### src/rtl/alu_seq.sv
// Multi-cycle ALU: single-cycle arithmetic/logic/shift ops plus iterative
// unsigned multiply, divide and remainder behind a start/busy/done handshake.
module alu_seq #(
    parameter int WIDTH   = 16,
    parameter int SHIFT_W = $clog2(WIDTH)
) (
    input  logic               ALU_CLK,
    input  logic               ALU_RST,
    input  logic               ALU_START,
    input  logic [3:0]         ALU_CTL,
    input  logic [WIDTH-1:0]   ALU_DA,
    input  logic [WIDTH-1:0]   ALU_DB,
    input  logic [SHIFT_W-1:0] ALU_SHIFT,
    output logic [WIDTH-1:0]   ALU_DC,
    output logic               ALU_OverFlow,
    output logic               ALU_DIVZERO,
    output logic               ALU_BUSY,
    output logic               ALU_DONE
);

    // state | meaning
    // IDLE  | waiting for ALU_START; single-cycle ops complete from here
    // ITER  | one multiply/divide step per cycle, counter 0..WIDTH-1
    typedef enum logic {IDLE, ITER} state_t;

    localparam logic [3:0] OP_ADD  = 4'b0000;
    localparam logic [3:0] OP_SUB  = 4'b0001;
    localparam logic [3:0] OP_AND  = 4'b0010;
    localparam logic [3:0] OP_OR   = 4'b0011;
    localparam logic [3:0] OP_XOR  = 4'b0100;
    localparam logic [3:0] OP_SLL  = 4'b0101;
    localparam logic [3:0] OP_SRL  = 4'b0110;
    localparam logic [3:0] OP_SRA  = 4'b0111;
    localparam logic [3:0] OP_MUL  = 4'b1000;
    localparam logic [3:0] OP_DIVU = 4'b1001;
    localparam logic [3:0] OP_REMU = 4'b1010;

    localparam logic [SHIFT_W-1:0] CNT_LAST = SHIFT_W'(WIDTH - 1);

    state_t               state;
    logic [SHIFT_W-1:0]   cnt;
    logic [3:0]           ctl_r;
    logic [WIDTH-1:0]     b_r;
    // Shared work register: {accumulator/remainder, multiplier/quotient}
    logic [2*WIDTH-1:0]   p;

    logic [WIDTH-1:0]     sc_res;
    logic                 sc_ov;
    logic [WIDTH-1:0]     sum;
    logic [WIDTH-1:0]     diff;
    logic                 is_iter;

    logic [WIDTH:0]       mul_s;
    logic [WIDTH:0]       div_t;
    logic [WIDTH:0]       div_d;
    logic                 div_ge;
    logic [2*WIDTH-1:0]   p_next;

    assign sum     = ALU_DA + ALU_DB;
    assign diff    = ALU_DA - ALU_DB;
    assign is_iter = (ALU_CTL == OP_MUL) || (ALU_CTL == OP_DIVU) || (ALU_CTL == OP_REMU);

    always_comb begin
        sc_res = '0;
        sc_ov  = 1'b0;
        case (ALU_CTL)
            OP_ADD: begin
                sc_res = sum;
                sc_ov  = (ALU_DA[WIDTH-1] == ALU_DB[WIDTH-1]) && (sum[WIDTH-1] != ALU_DA[WIDTH-1]);
            end
            OP_SUB: begin
                sc_res = diff;
                sc_ov  = (ALU_DA[WIDTH-1] != ALU_DB[WIDTH-1]) && (diff[WIDTH-1] != ALU_DA[WIDTH-1]);
            end
            OP_AND:  sc_res = ALU_DA & ALU_DB;
            OP_OR:   sc_res = ALU_DA | ALU_DB;
            OP_XOR:  sc_res = ALU_DA ^ ALU_DB;
            OP_SLL:  sc_res = ALU_DA << ALU_SHIFT;
            OP_SRL:  sc_res = ALU_DA >> ALU_SHIFT;
            OP_SRA:  sc_res = WIDTH'($signed(ALU_DA) >>> ALU_SHIFT);
            default: sc_res = '0;
        endcase
    end

    // A zero divisor needs no special casing: every step subtracts nothing,
    // so the quotient fills with ones and the remainder ends up equal to DA.
    always_comb begin
        mul_s  = {1'b0, p[2*WIDTH-1:WIDTH]} + (p[0] ? {1'b0, b_r} : (WIDTH+1)'(0));
        div_t  = {p[2*WIDTH-1:WIDTH], p[WIDTH-1]};
        div_ge = (div_t >= {1'b0, b_r});
        div_d  = div_t - {1'b0, b_r};
        if (ctl_r == OP_MUL)
            p_next = {mul_s, p[WIDTH-1:1]};
        else
            p_next = {(div_ge ? div_d[WIDTH-1:0] : div_t[WIDTH-1:0]), p[WIDTH-2:0], div_ge};
    end

    always_ff @(posedge ALU_CLK or posedge ALU_RST) begin
        if (ALU_RST) begin
            state        <= IDLE;
            cnt          <= '0;
            ctl_r        <= '0;
            b_r          <= '0;
            p            <= '0;
            ALU_DC       <= '0;
            ALU_OverFlow <= 1'b0;
            ALU_DIVZERO  <= 1'b0;
            ALU_BUSY     <= 1'b0;
            ALU_DONE     <= 1'b0;
        end else begin
            ALU_DONE <= 1'b0;
            case (state)
                IDLE: begin
                    if (ALU_START) begin
                        if (is_iter) begin
                            state <= ITER;
                            cnt   <= '0;
                            ctl_r <= ALU_CTL;
                            b_r   <= ALU_DB;
                            p     <= {{WIDTH{1'b0}}, ALU_DA};
                        end else begin
                            ALU_DC       <= sc_res;
                            ALU_OverFlow <= sc_ov;
                            ALU_DIVZERO  <= 1'b0;
                            ALU_DONE     <= 1'b1;
                        end
                    end
                end
                ITER: begin
                    p   <= p_next;
                    cnt <= cnt + 1'b1;
                    if (cnt == CNT_LAST) begin
                        state    <= IDLE;
                        cnt      <= '0;
                        ALU_BUSY <= 1'b0;
                        ALU_DONE <= 1'b1;
                        case (ctl_r)
                            OP_MUL: begin
                                ALU_DC       <= p_next[WIDTH-1:0];
                                ALU_OverFlow <= |p_next[2*WIDTH-1:WIDTH];
                                ALU_DIVZERO  <= 1'b0;
                            end
                            OP_DIVU: begin
                                ALU_DC       <= p_next[WIDTH-1:0];
                                ALU_OverFlow <= 1'b0;
                                ALU_DIVZERO  <= (b_r == '0);
                            end
                            default: begin
                                ALU_DC       <= p_next[2*WIDTH-1:WIDTH];
                                ALU_OverFlow <= 1'b0;
                                ALU_DIVZERO  <= (b_r == '0);
                            end
                        endcase
                    end else begin
                        ALU_BUSY <= 1'b1;
                    end
                end
                default: state <= IDLE;
            endcase
        end
    end

endmodule

### config.mk
export PLATFORM = sky130hd
export DESIGN_NAME = alu_seq
export DESIGN_NICKNAME = d
export VERILOG_FILES = /design/src/rtl/alu_seq.sv
export SDC_FILE = /design/constraint.sdc
export NUM_CORES = 1
export LEC_CHECK = 0
export ABC_AREA = 1
export CAP_MARGIN = 20
export CORE_ASPECT_RATIO = 0.9
export CORE_UTILIZATION = 60
export CTS_BUF_LIST = sky130_fd_sc_hd__clkbuf_8 sky130_fd_sc_hd__clkbuf_16
export DETAILED_ROUTE_END_ITERATION = 12
export PLACE_DENSITY = 0.87
export SLEW_MARGIN = 20
export SYNTH_ARGS = -nofsm -noshare
export SYNTH_HDL_FRONTEND = slang
export SYNTH_SLANG_ARGS = --single-unit
### constraint.sdc
create_clock -name ALU_CLK -period 6 [get_ports ALU_CLK]
set_input_delay 0.9 -clock ALU_CLK [delete_from_list [all_inputs] [get_ports ALU_CLK]]
set_output_delay 0.9 -clock ALU_CLK [all_outputs]
set_load 0.01 [all_outputs]
==> results.toml <==
[synth]
synthesis.nets = 1717
synth_edf_count = 0
synth_top_area_frac = 0.1995
synth.area.top_cells = "dfrtp_1, nand2_1, ha_1, inv_1, o21ai_0"
yosysTopAreaCell = "dfrtp_1"
synth_area_um2 = 9659
ys.flop_type = "dfrtp_1"
postSynthAreaPerCell_um2 = 6.075
synth_cell_types = 59
yosysSeqAreaShare = 0.1995
synth_cells = 1590
synth_commonest_cells = "nand2_1, inv_1, o21ai_0"
yosysWarnings = 0
synthArstFlopShare = 1.000
yosysMostFrequentCell = "nand2_1"
ys_seq_elements = 77

[grt]
grt_max_degree = 72
top_usage_layer = "met2"
gr-total-overflow = 0
met3_usage = 0.1677
grtUsageTotal = 0.4678
antenna_found_initial = 2
gr-usage-met1 = 0.6588
grt_first_pass_wirelength_um = 58120
grt_pass1_vias = 10130
met2_usage = 0.6674

[floorplanning]
start_util = 0.6212
die_w_um = 135.7
boundaryPins = 63
die-area_um2 = 16610
core_um2 = 15550
rows = 43
die_h_um = 122.4

[detailed_routing]
wire_per_inst_um = 21.45
routed_wl_um = 38950
vias = 11830
ant_nets = 0
drc = 0
first_pass_iters = 10
drt-initial-drc-count = 2068
vias_per_cell = 6.512

[critical_path]
cpPeakStageDelay_ns = 1.06
crit_path_end_kind = "flip-flop"
r2r_cells = 19
r2r-end = "ALU_DC[13]"
worstSetupPathType = "in -> reg"
cpMaxStageDelayCell = "clkdlybuf4s50_1"
r2r-start = "p[0]"
crit_path_frequent_cell = "nand2_1"
worst_ep_required_time_ns = 6.24
cp-start-kind = "primary input"
cp_num_buf_inv = 2
rrSetupSlack_ns = 2.11
worst_ep_arrival_time_ns = 4.29
startpoint = "ALU_SHIFT[1]"
path_max_fanout = 31
cpLargestDelayFamily = "buffers and inverters"
crit_path_cell_trace = "clkdlybuf4s50_1 -> inv_1 -> nand2_1 -> nand2_1 -> a21oi_1 -> o21ai_0 -> nand2_1 -> nand4_1 -> nor2_1 -> nand3_1 -> nand2_1 -> nand2_1 -> nand2_1 -> nand2_1"

[power_and_ir_drop]
leakage_nw = 5.517
peakVddDrop_v = 0.0005205
power_density_nw_per_um2 = 540.2

[placement]
hpwlAfterDp_um = 30020
place_congestion = 1.077
port_buffers = 62

[timing]
min_period_ns = 4.045
fin_crit_sh = 0.6742
setup_viol = 0
fmax_ghz = 0.2472
final_hold_viol_count = 0
skew_ns = 0.006780
worst-slew-pin-transition_ns = 1.088
final_max_slew_viol_count = 0
rsz0062_at_grt = "false"
tns_ns = 0
maxSlewHeadroom = 0.2739

[clock_network]
clock_sinks = 77
ctsResizeCount = 0
post_cts_buffers = 0
cts_tree = "built"
path_clk_slew_ns = 0.06
cts-buffers-inserted = 9
insertion_delay_ns = 0.35
hold_buffers = 0
clk_path_buf_depth = 2
htreeDepth = 3
root_buffer = "clkbuf_16"

[layout]
post-route-util = 0.6865
fin_nets = 1736
antennaDiodeCount = 0
area_growth_pct = 10.51
drive_gt1_frac = 0.04399

[min_path]
hold-path-endpoint = "ctl_r[3]"
min_from = "ctl_r[3]"
hold_path_class = "reg -> reg"
min_path_cells = 1

[status]
status = "completed"

[flow_run]
maxCapViolCount = 0
==> layout make-up <==
class / instances / area (µm²)
clock inverter: 6 / 116.4
multi-input combinational: 1220 / 6586
tap: 202 / 252.7
inverter: 230 / 864.6
clock buffer: 10 / 239.0
fill: 1405 / 4875
timing repair buffer: 71 / 688.2
sequential: 77 / 1927
==> report_power, final <==
group / leakage, nW / switching (mW) / internal, mW
logic: 4.41 / 2.71 / 1.34
registers: 0.932 / 0.265 / 0.782
clock network: 0.174 / 0.240 / 0.422
total: 5.52 / 3.22 / 2.55
==> metal layers <==
layer	up-vias	routed length [µm]	part of all wire
met3	139	6645	0.17
met2	1070	15620	0.40
met5	-	14	0.00036
met4	2	1315	0.034
li1	5266	-	-
met1	5349	15360	0.39
==> worst reg2reg max path, cell delays in order (launching register included) <==
cell and delay [ns]:
dfrtp_1 0.77, nand2_1 0.15, inv_1 0.11, ha_1 0.18
inv_1 0.06, fa_1 0.39, inv_1 0.14, nand3_1 0.08
nand2_1 0.16, inv_1 0.05, o21ai_0 0.46, nand3_1 0.26
nand2_1 0.11, nand2_1 0.05, nand3_1 0.07, nand2_1 0.13
o211ai_1 0.40, nand2_1 0.10, nand2_1 0.07, nand2_1 0.06
==> flip-flops by register name (all words and copies together), names as in the netlist, 4 cells and up <==
signal / count
cnt: 4
ctl_r: 4
ALU_DC: 16
p: 32
b_r: 16
==> worst max-delay path by stage <==
stage                      end  slack (ns)  cells past startpoint
finish              ALU_DC[13]        1.95                     14
global route        ALU_DC[13]        1.76                     14
CTS                 ALU_DC[13]        2.14                     14
floorplan             ALU_BUSY        3.13                      1
detailed placement  ALU_DC[13]        1.82                     14
global placement    ALU_DC[13]        1.87                     14
==> stage by stage <==
stage               hold slack [ns]  cell area, µm²  setup slack (ns)  total power, mW  std cells
floorplan                    0.4403            9659             3.133            3.764       1590
global placement             0.4527           10320             1.868            4.731       1800
detailed placement           0.4720           10320             1.816            4.849       1800
CTS                          0.4870           10670             2.136            5.572       1816
global route                 0.5091           10670             1.762            6.114       1816
finish                       0.4861           10670             1.955            5.766       1816
==> layout by cell type, fill, tap and decap left out, drive strengths merged, types with 2 or more instances in the layout <==
cell type      Yosys  layout
clkdlybuf4s50      0      62
xor2               5       5
o221ai            21      21
nand2            483     483
o211ai            20      20
a21o               3       3
o21bai             7       7
xnor2              2       2
dfrtp             77      77
bufinv             0       3
buf               29       9
a31oi              8       8
nand4             20      20
nor2             116     116
o2111ai            2       2
clkinv             4       6
nor4               4       4
ha                80      80
a21oi            115     115
nand3            120     120
a22o               4       4
o31ai              3       3
o21a               3       3
or2                9       9
clkbuf            34      10
o21ai            130     130
a221oi             3       3
mux2i             12      12
inv              226     227
o311ai             4       4
nor3              13      13
fa                 4       4
a211oi             4       4
and2               2       2
o22ai              7       7
nand3b             9       9
==> logic make-up (layout without fill, tap and decap cells) <==
kind of cell / count (synthesis) / in the layout / synth area share
xor gates and xnor gates: 7 / 7 / 0.006347
AOI/OAI and AO/OA: 339 / 339 / 0.2047
adders and majority gates: 84 / 84 / 0.1119
DFF: 77 / 77 / 0.1995
muxes: 12 / 12 / 0.01244
and+or+nand+nor: 778 / 778 / 0.3460
buffers and inverters: 293 / 317 / 0.1192
No activity file was read; power rests on OpenSTA's default activity.
